**config.mk**
```make
export PLATFORM = sky130hd
export DESIGN_NAME = rr_mux_arbiter
export DESIGN_NICKNAME = d
export VERILOG_FILES = /design/src/rtl/rr_mux_arbiter_pkg.sv /design/src/rtl/rr_mux_arbiter_mux.sv /design/src/rtl/rr_mux_arbiter.sv
export SDC_FILE = /design/constraint.sdc
export NUM_CORES = 1
export LEC_CHECK = 0
export ABC_AREA = 1
export CORE_MARGIN = 2
export CORE_UTILIZATION = 50
export CTS_BUF_LIST = sky130_fd_sc_hd__clkbuf_4
export DETAILED_ROUTE_END_ITERATION = 16
export PLACE_DENSITY = 0.95
export SYNTH_ARGS = -nofsm -noshare
export SYNTH_HDL_FRONTEND = slang
export SYNTH_SLANG_ARGS = --single-unit
```
**constraint.sdc**
```tcl
create_clock -name clk -period 6.35 [get_ports clk]
set_input_delay 1.27 -clock clk [delete_from_list [all_inputs] [get_ports clk]]
set_output_delay 1.27 -clock clk [all_outputs]
set_load 0.01 [all_outputs]
```
**src/rtl/rr_mux_arbiter_pkg.sv**
```systemverilog
// Shared constants and types for the round-robin mux arbiter.
// Sizes of the requester array, data path, select and beat counter.
package rr_mux_arbiter_pkg;

   localparam int NUM_REQ = 8;
   localparam int DATA_W  = 4;
   localparam int SEL_W   = 3;
   localparam int CNT_W   = 4;

   typedef enum logic {
      IDLE = 1'b0,
      BUSY = 1'b1
   } state_t;

   typedef struct packed {
      logic             found;
      logic [SEL_W-1:0] idx;
   } pick_t;

endpackage

```
**src/rtl/rr_mux_arbiter_mux.sv**
```systemverilog
// 8:1 data mux shared by all requesters.
// Purely combinational; select comes from the arbiter's registered S.
module mux
   import rr_mux_arbiter_pkg::*;
(
   input  logic [DATA_W-1:0] A,
   input  logic [DATA_W-1:0] B,
   input  logic [DATA_W-1:0] C,
   input  logic [DATA_W-1:0] D,
   input  logic [DATA_W-1:0] E,
   input  logic [DATA_W-1:0] F,
   input  logic [DATA_W-1:0] G,
   input  logic [DATA_W-1:0] H,
   input  logic [SEL_W-1:0]  S,
   output logic [DATA_W-1:0] O
);

   // Route the selected requester's data to the output.
   always_comb begin
      O = A;
      unique case (S)
         3'd0: O = A;
         3'd1: O = B;
         3'd2: O = C;
         3'd3: O = D;
         3'd4: O = E;
         3'd5: O = F;
         3'd6: O = G;
         3'd7: O = H;
      endcase
   end

endmodule

```
**src/rtl/rr_mux_arbiter.sv**
```systemverilog
// Round-robin arbiter sharing one 4-bit channel among eight requesters.
// Grants bursts of up to BURST_MAX beats under a valid/ready handshake.
module rr_mux_arbiter
   import rr_mux_arbiter_pkg::*;
#(
   parameter int BURST_MAX = 4
) (
   input  logic               clk,
   input  logic               rst,
   input  logic [NUM_REQ-1:0] REQ,
   input  logic [DATA_W-1:0]  A,
   input  logic [DATA_W-1:0]  B,
   input  logic [DATA_W-1:0]  C,
   input  logic [DATA_W-1:0]  D,
   input  logic [DATA_W-1:0]  E,
   input  logic [DATA_W-1:0]  F,
   input  logic [DATA_W-1:0]  G,
   input  logic [DATA_W-1:0]  H,
   input  logic               O_READY,
   output logic [DATA_W-1:0]  O,
   output logic               O_VALID,
   output logic [SEL_W-1:0]   S,
   output logic [NUM_REQ-1:0] GNT,
   output logic [NUM_REQ-1:0] ACK
);

   localparam logic [CNT_W-1:0] LAST_BEAT = CNT_W'(BURST_MAX - 1);

   state_t             state_q, state_d;
   logic [SEL_W-1:0]   s_q, s_d;
   logic [SEL_W-1:0]   last_q, last_d;
   logic [NUM_REQ-1:0] gnt_q, gnt_d;
   logic [CNT_W-1:0]   cnt_q, cnt_d;

   logic  busy;
   logic  xfer;
   logic  grant_end;
   pick_t pick;

   // Scan from last+1 upward with wrap; the previous winner is checked
   // last, so it only wins again when nobody else is asking.
   function automatic pick_t rr_pick(
      input logic [NUM_REQ-1:0] req,
      input logic [SEL_W-1:0]   last
   );
      pick_t            p;
      logic [SEL_W-1:0] idx;
      p = '0;
      for (int k = NUM_REQ; k >= 1; k--) begin
         idx = last + SEL_W'(k);
         if (req[idx]) begin
            p.found = 1'b1;
            p.idx   = idx;
         end
      end
      return p;
   endfunction

   assign busy    = (state_q == BUSY);
   assign O_VALID = busy & REQ[s_q];
   assign xfer    = O_VALID & O_READY;
   assign ACK     = gnt_q & REQ & {NUM_REQ{O_READY}};
   assign S       = s_q;
   assign GNT     = gnt_q;

   // A grant ends on withdrawal or when the final beat of a burst moves.
   assign grant_end = busy &
                      (~REQ[s_q] | (xfer & (cnt_q == LAST_BEAT)));

   assign pick = rr_pick(REQ, last_q);

   // Next-state: arbitrate when idle or at grant end, else count beats.
   always_comb begin
      state_d = state_q;
      s_d     = s_q;
      last_d  = last_q;
      gnt_d   = gnt_q;
      cnt_d   = cnt_q;
      if (!busy || grant_end) begin
         cnt_d = '0;
         if (pick.found) begin
            state_d = BUSY;
            s_d     = pick.idx;
            last_d  = pick.idx;
            gnt_d   = NUM_REQ'(1) << pick.idx;
         end else begin
            state_d = IDLE;
            gnt_d   = '0;
         end
      end else if (xfer) begin
         cnt_d = cnt_q + 1'b1;
      end
   end

   // State registers; requester 0 is first in line after reset.
   always_ff @(posedge clk or posedge rst) begin
      if (rst) begin
         state_q <= IDLE;
         s_q     <= '0;
         last_q  <= SEL_W'(NUM_REQ - 1);
         gnt_q   <= '0;
         cnt_q   <= '0;
      end else begin
         state_q <= state_d;
         s_q     <= s_d;
         last_q  <= last_d;
         gnt_q   <= gnt_d;
         cnt_q   <= cnt_d;
      end
   end

   mux u_mux (
      .A (A),
      .B (B),
      .C (C),
      .D (D),
      .E (E),
      .F (F),
      .G (G),
      .H (H),
      .S (s_q),
      .O (O)
   );

endmodule

```
==> flow_metrics.tcl, run 1 <==
set metrics [dict create \
    ant_nets 0 \
    wl_per_cell_um 14.0 \
    fin_setup_tns_ns 0 \
    dpl.hpwl_um 4630 \
    start_util_pct 51.1 \
    finalHoldViolations 0 \
    syn_inst 297 \
    setup-violations-final 0 \
    track_usage_pct 27.8 \
    first_global_vias 2170 \
    met2WireLength_um 2820 \
    synth_top_cell_by_area "dfrtp_1" \
    antenna_found_initial 0 \
    synthTopCellsByArea "dfrtp_1, nand2_1, nand3_1" \
    fin_ws_ns 2.18 \
    crit_buf_inv 3 \
    pwr-share-clk_pct 4.1 \
    synth_area_um2 1840 \
    post-route-drc-count 0 \
    slew_headroom_pct 53.2 \
    clkTransAtPathRegs_ns 0.10 \
    final.min_clock_period_ns 4.17 \
    p_per_area_nw_per_um2 631 \
    fillerInstances 304 \
    grt_pass1_wl_um 9480 \
    synth_ff_type "dfrtp_1" \
    syn_nets 343 \
    n_antenna_cell 0 \
    firstDrtPassIters 5 \
    p_leak_nw 1.24 \
    holdCritPathClass "register to register" \
    p_int_mw 0.680 \
    wl_um 5720 \
    r2r_cells 14 \
    crit_path_start_kind "input port" \
    slowest_stage "clkdlybuf4s50_1" \
    die_x_um 64.7 \
    drive_gt1_share_pct 9.14 \
    m1WireLength_um 2230 \
    drv_cap 0 \
    status "finished clean" \
    maxUsedRoutingLayer "met4" \
    path_cells "clkdlybuf4s50_1, nand3_1, nand4_1, o21a_1, nand2_1, inv_1, clkdlybuf4s50_1" \
    h-tree-depth 1 \
    postCtsSetupBuffers 0 \
    synth-async-reset-ratio_pct 100 \
    synth_common_cells "nand2_1, nand3_1, inv_1, nor2_1, dfrtp_1" \
    crit_type "input port to output port" \
    synth-seq-area-share_pct 26.0 \
    seq_power_share_pct 15.3 \
    ios 67 \
    drv_slew 0 \
    worstSetupEndpointType "output port" \
    rows 22 \
    path_max_fanout 4 \
    postCtsHoldBufs 0 \
    vias 2250 \
    tritoncts "built" \
    pre_cts_ws_ns 2.21 \
    layout_worst_path_cycle_share_pct 65.7 \
    critPathMostFrequentCell "clkdlybuf4s50_1" \
    worstMarginPinSlew_ns 0.702 \
    synth_top_cell_area_share_pct 21.7 \
    power_frac_comb_pct 80.6 \
    whs_ns 0.492 \
    final_area_um2 2560 \
    synth_cell_types 33 \
    fin_skew_ns 0.00943 \
    die-height_um 64.7 \
    core_um2 3610 \
    dieArea_um2 4190 \
    gr-total-overflow 0 \
    switching_share_pct 57.9 \
    crit_family "buffers and inverters" \
    path_depth 7 \
    cpPeakStageDelay_ns 0.56 \
    synth_edf_count 0 \
    fmax_mhz 240 \
    rsz0062_at_grt "false" \
    cts_sinks 19 \
    area.growth.synth_to_final_pct 38.8 \
    post_cts_resized 0 \
    peakVddDrop_v 0.000326 \
    route.met3.wl_um 629 \
    drt_iter0_markers 125 \
    yosys_register_bits 19 \
    cp.arrival_ns 2.90 \
    holdPathStages 1 \
    clk_latency_ns 0.30 \
    clockBufferDepth 2 \
    finalNetCount 408 \
    critical_path_required_ns 5.08 \
    cts_buffers 3 \
    syn_avg_cell_area_um2 6.21 \
    synth_most_common_cell "nand2_1" \
    power.total_mw 1.62 \
    p_sw_mw 0.935 \
    ys_warn_count 0 \
    gp_congestion 1.02 \
    viasPerCell 5.50 \
    cts_root_buffer "clkbuf_4" \
    place_area_um2 2530 \
    numPortBuffers 66 \
    grt_max_degree 20 \
]
final timing paths:
path	slack [ns]	endpoint	startpoint
worst max-delay path	2.18	O_VALID	REQ[3]
worst min-delay path	0.49	cnt_q[3]	cnt_q[3]
worst max register to register	3.40	GNT[2]	last_q[0]
worst min register to register	0.49	cnt_q[3]	cnt_q[3]
max in group asynchronous	4.53	GNT[5]	rst
min in group asynchronous	1.37	GNT[1]	rst
routing by layer:
layer	track usage [%]	up-vias
li1	-	1099
met1	33.5	1021
met2	51.2	124
met3	4.69	6
met4	6.38	0
met5	0	-
layout by cell type (no fill, tap or decap), drive strengths merged:
master / synthesis / routed
nand2: 108 / 108
clkdlybuf4s50: 0 / 66
nand3: 45 / 45
inv: 42 / 42
nor2: 25 / 25
dfrtp: 16 / 16
o21ai: 12 / 12
a21oi: 12 / 12
a22oi: 4 / 4
a221oi: 4 / 4
o2111ai: 4 / 4
clkbuf: 1 / 4
nand4: 3 / 3
o22ai: 3 / 3
ha: 3 / 3
dfstp: 3 / 3
nor3: 2 / 2
clkinv: 1 / 1
xor2: 1 / 1
o21a: 1 / 1
a211oi: 1 / 1
xnor2: 1 / 1
stage by stage:
stage | std cells | util, %
after floorplan | 297 | -
after global placement | 405 | 70.2
after detailed placement | 405 | 70.2
after CTS | 409 | 71.0
after global routing | 409 | 71.0
final | 409 | 71.0
cells by family (layout without fill, tap and decap cells):
kind of cell	count (synthesis)	count (layout)	share of synthesized area, %
xor+xnor	2	2	1.36
fa+ha+maj	3	3	2.04
compound gates	41	41	15.0
flops	19	19	26.0
simple gates	183	183	44.8
buf+inv	49	113	10.8
power by group through the flow:
stage / logic, mW / registers [mW] / clock network [mW]
5_1_grt: 1.46 / 0.255 / 0.0712
3_3_place_gp: 1.25 / 0.246 / 0
3_5_place_dp: 1.28 / 0.246 / 0
2_1_floorplan: 0.985 / 0.216 / 0
6_report: 1.30 / 0.247 / 0.0661
4_1_cts: 1.29 / 0.245 / 0.0659
layout make-up:
cell class              count  area, µm²  area share, %
flip-flops and latches     19        479           18.7
inverters                  43        164           6.40
multi-input cells         229       1170           45.6
clock buffers               4       30.0           1.17
well taps                  48       60.1           2.35
repair buffers             66        661           25.8
flip-flops by register name, summed over array words and instances (netlist names):
signal	flops
GNT	8
cnt_q	4
S	3
last_q	3
busy	1
worst register-to-register path: stages (launching register included):
cell,delay [ns]
dfstp_2,0.67
inv_1,0.25
ha_1,0.48
inv_1,0.22
nand3_1,0.15
nand3_2,0.17
nand2_2,0.11
nor2_4,0.13
nand3_2,0.09
nor2_4,0.20
nor2_8,0.08
nand3_2,0.11
inv_2,0.05
nand2_1,0.06
nand2_1,0.06
Power figures use the tool's default switching activity.
==> run 2: changes to the inputs <==
--- a/config.mk
+++ b/config.mk
@@ -7,10 +7,10 @@
 export LEC_CHECK = 0
 export ABC_AREA = 1
 export CORE_MARGIN = 2
-export CORE_UTILIZATION = 50
+export CORE_UTILIZATION = 42
 export CTS_BUF_LIST = sky130_fd_sc_hd__clkbuf_4
 export DETAILED_ROUTE_END_ITERATION = 16
-export PLACE_DENSITY = 0.95
+export PLACE_DENSITY = 0.88
 export SYNTH_ARGS = -nofsm -noshare
 export SYNTH_HDL_FRONTEND = slang
 export SYNTH_SLANG_ARGS = --single-unit
==> constraint.sdc (replaced) <==
create_clock -name clk -period 3.3 [get_ports clk]
set_input_delay 0.66 -clock clk [delete_from_list [all_inputs] [get_ports clk]]
set_output_delay 0.66 -clock clk [all_outputs]
set_load 0.01 [all_outputs]
==> run 2 against run 1 <==
  * Critical path depth shrank 3
  * Power grew 92%
  * Die area grew 18%
  * Critical path type unchanged
  * First-iteration DRC count grew 58%
  * Clock skew shrank 0.0077 ns
  * Worst hold slack gained 0.00062 ns
==> flow_metrics.tcl, run 2 (synthesis results as in run 1) <==
set metrics [dict create \
    gp_congestion 0.896 \
    die-height_um 70.3 \
    first_global_vias 2161 \
    fin_ws_ns 0.385 \
    drv_cap 0 \
    layoutNonFillerInstCount 414 \
    crit_path_start_kind "input port" \
    pre_cts_ws_ns 0.398 \
    critical_path_required_ns 2.64 \
    rsz0062_at_grt "false" \
    cts_sinks 19 \
    path_max_fanout 8 \
    dp.cells 410 \
    grt_max_degree 20 \
    die_x_um 70.3 \
    cts_root_buffer "clkbuf_4" \
    seq_power_share_pct 15.5 \
    path_cells "clkdlybuf4s50_1, inv_1, nor2_1, clkdlybuf4s50_1" \
    pwr-share-clk_pct 3.7 \
    m1WireLength_um 2580 \
    whs_ns 0.493 \
    numPortBuffers 66 \
    holdCritPathClass "register to register" \
    dieArea_um2 4940 \
    tritoncts "built" \
    fin_setup_tns_ns 0 \
    firstDrtPassIters 5 \
    cpPeakStageDelay_ns 0.61 \
    rows 24 \
    cts_buffers 3 \
    track_usage_pct 23.8 \
    route.met3.wl_um 594 \
    p_per_area_nw_per_um2 1210 \
    crit_type "input port to output port" \
    final.min_clock_period_ns 2.91 \
    postCtsSetupBuffers 0 \
    status "finished clean" \
    p_int_mw 1.30 \
    slowest_stage "clkdlybuf4s50_1" \
    power.total_mw 3.10 \
    worstSetupEndpointType "output port" \
    critPathMostFrequentCell "clkdlybuf4s50_1" \
    postCtsHoldBufs 0 \
    slew_headroom_pct 52.2 \
    drive_gt1_share_pct 9.39 \
    layout_worst_path_cycle_share_pct 88.3 \
    switching_share_pct 57.9 \
    ios 67 \
    post-route-drc-count 0 \
    area.growth.synth_to_final_pct 39.3 \
    core_um2 4290 \
    mostFrequentLayoutCell "nand2_1" \
    fin_skew_ns 0.00169 \
    cp.arrival_ns 2.25 \
    finalNetCount 409 \
    vias 2189 \
    p_leak_nw 1.24 \
    finalHoldViolations 0 \
    largest_reg_flops 8 \
    grt_pass1_wl_um 9670 \
    clk_latency_ns 0.29 \
    wl_per_cell_um 13.9 \
    p_sw_mw 1.80 \
    start_util_pct 42.9 \
    dpl.hpwl_um 4650 \
    r2r_cells 14 \
    peakVddDrop_v 0.000442 \
    post_cts_resized 0 \
    h-tree-depth 1 \
    fmax_mhz 343 \
    worstMarginPinSlew_ns 0.717 \
    final_cell_mix "nand2_1, clkdlybuf4s50_1, nand3_1" \
    drt_iter0_markers 198 \
    drv_slew 0 \
    maxUsedRoutingLayer "met4" \
    holdPathStages 1 \
    n_antenna_cell 0 \
    power_frac_comb_pct 80.8 \
    setup-violations-final 0 \
    wl_um 5740 \
    clockBufferDepth 2 \
    ant_nets 0 \
    gr-total-overflow 0 \
    met2WireLength_um 2450 \
    clkTransAtPathRegs_ns 0.10 \
    viasPerCell 5.29 \
    antenna_found_initial 0 \
]
==> run 2: cell types whose count changed in the layout (fill, tap and decap cells not counted) <==
cell,change
buf_4,+1
clkbuf_4,-1
clkinv_2,+1
==> run 2: layout make-up <==
cell class | instances | area [µm²]
multi-input cells | 229 | 1170
fillers | 415 | 1720
flip-flops and latches | 19 | 479
repair buffers | 67 | 668
clock inverters | 1 | 5.00
clock buffers | 3 | 22.5
inverters | 43 | 164
well taps | 52 | 65.1
==> run 2: through the flow <==
step           utilization [%]  instance area (µm²)
3_3_place_gp              59.2                 2540
6_report                  59.8                 2570
2_1_floorplan                -                 1840
5_1_grt                   59.8                 2570
4_1_cts                   59.8                 2570
3_5_place_dp              59.2                 2540
==> run 2: power by group through the flow <==
stage	clock (mW)	combinational, mW	sequential [mW]
4_1_cts	0.120	2.50	0.476
2_1_floorplan	0	1.90	0.416
6_report	0.114	2.51	0.480
3_3_place_gp	0	2.44	0.484
3_5_place_dp	0	2.48	0.481
5_1_grt	0.128	2.85	0.491
==> run 2: worst max-delay path: cells and delay by family <==
family | cells | cell delay (ns)
buf+inv | 3 | 1.39
simple gates | 1 | 0.20
==> run 2: routing by layer <==
metal | track usage [%] | up-vias
met5 | 0 | -
met4 | 7.26 | 0
met3 | 4.47 | 13
met2 | 36.9 | 117
met1 | 33.6 | 961
li1 | - | 1098
==> run 2: path summary, 6_finish.rpt <==
path | startpoint | end | slack (ns)
max | O_READY | ACK[0] | 0.39
min | cnt_q[3] | cnt_q[3] | 0.49
max reg2reg | last_q[0] | GNT[7] | 0.56
min reg2reg | cnt_q[3] | cnt_q[3] | 0.49
max in group asynchronous | rst | S[1] | 2.08
min in group asynchronous | rst | GNT[2] | 0.77
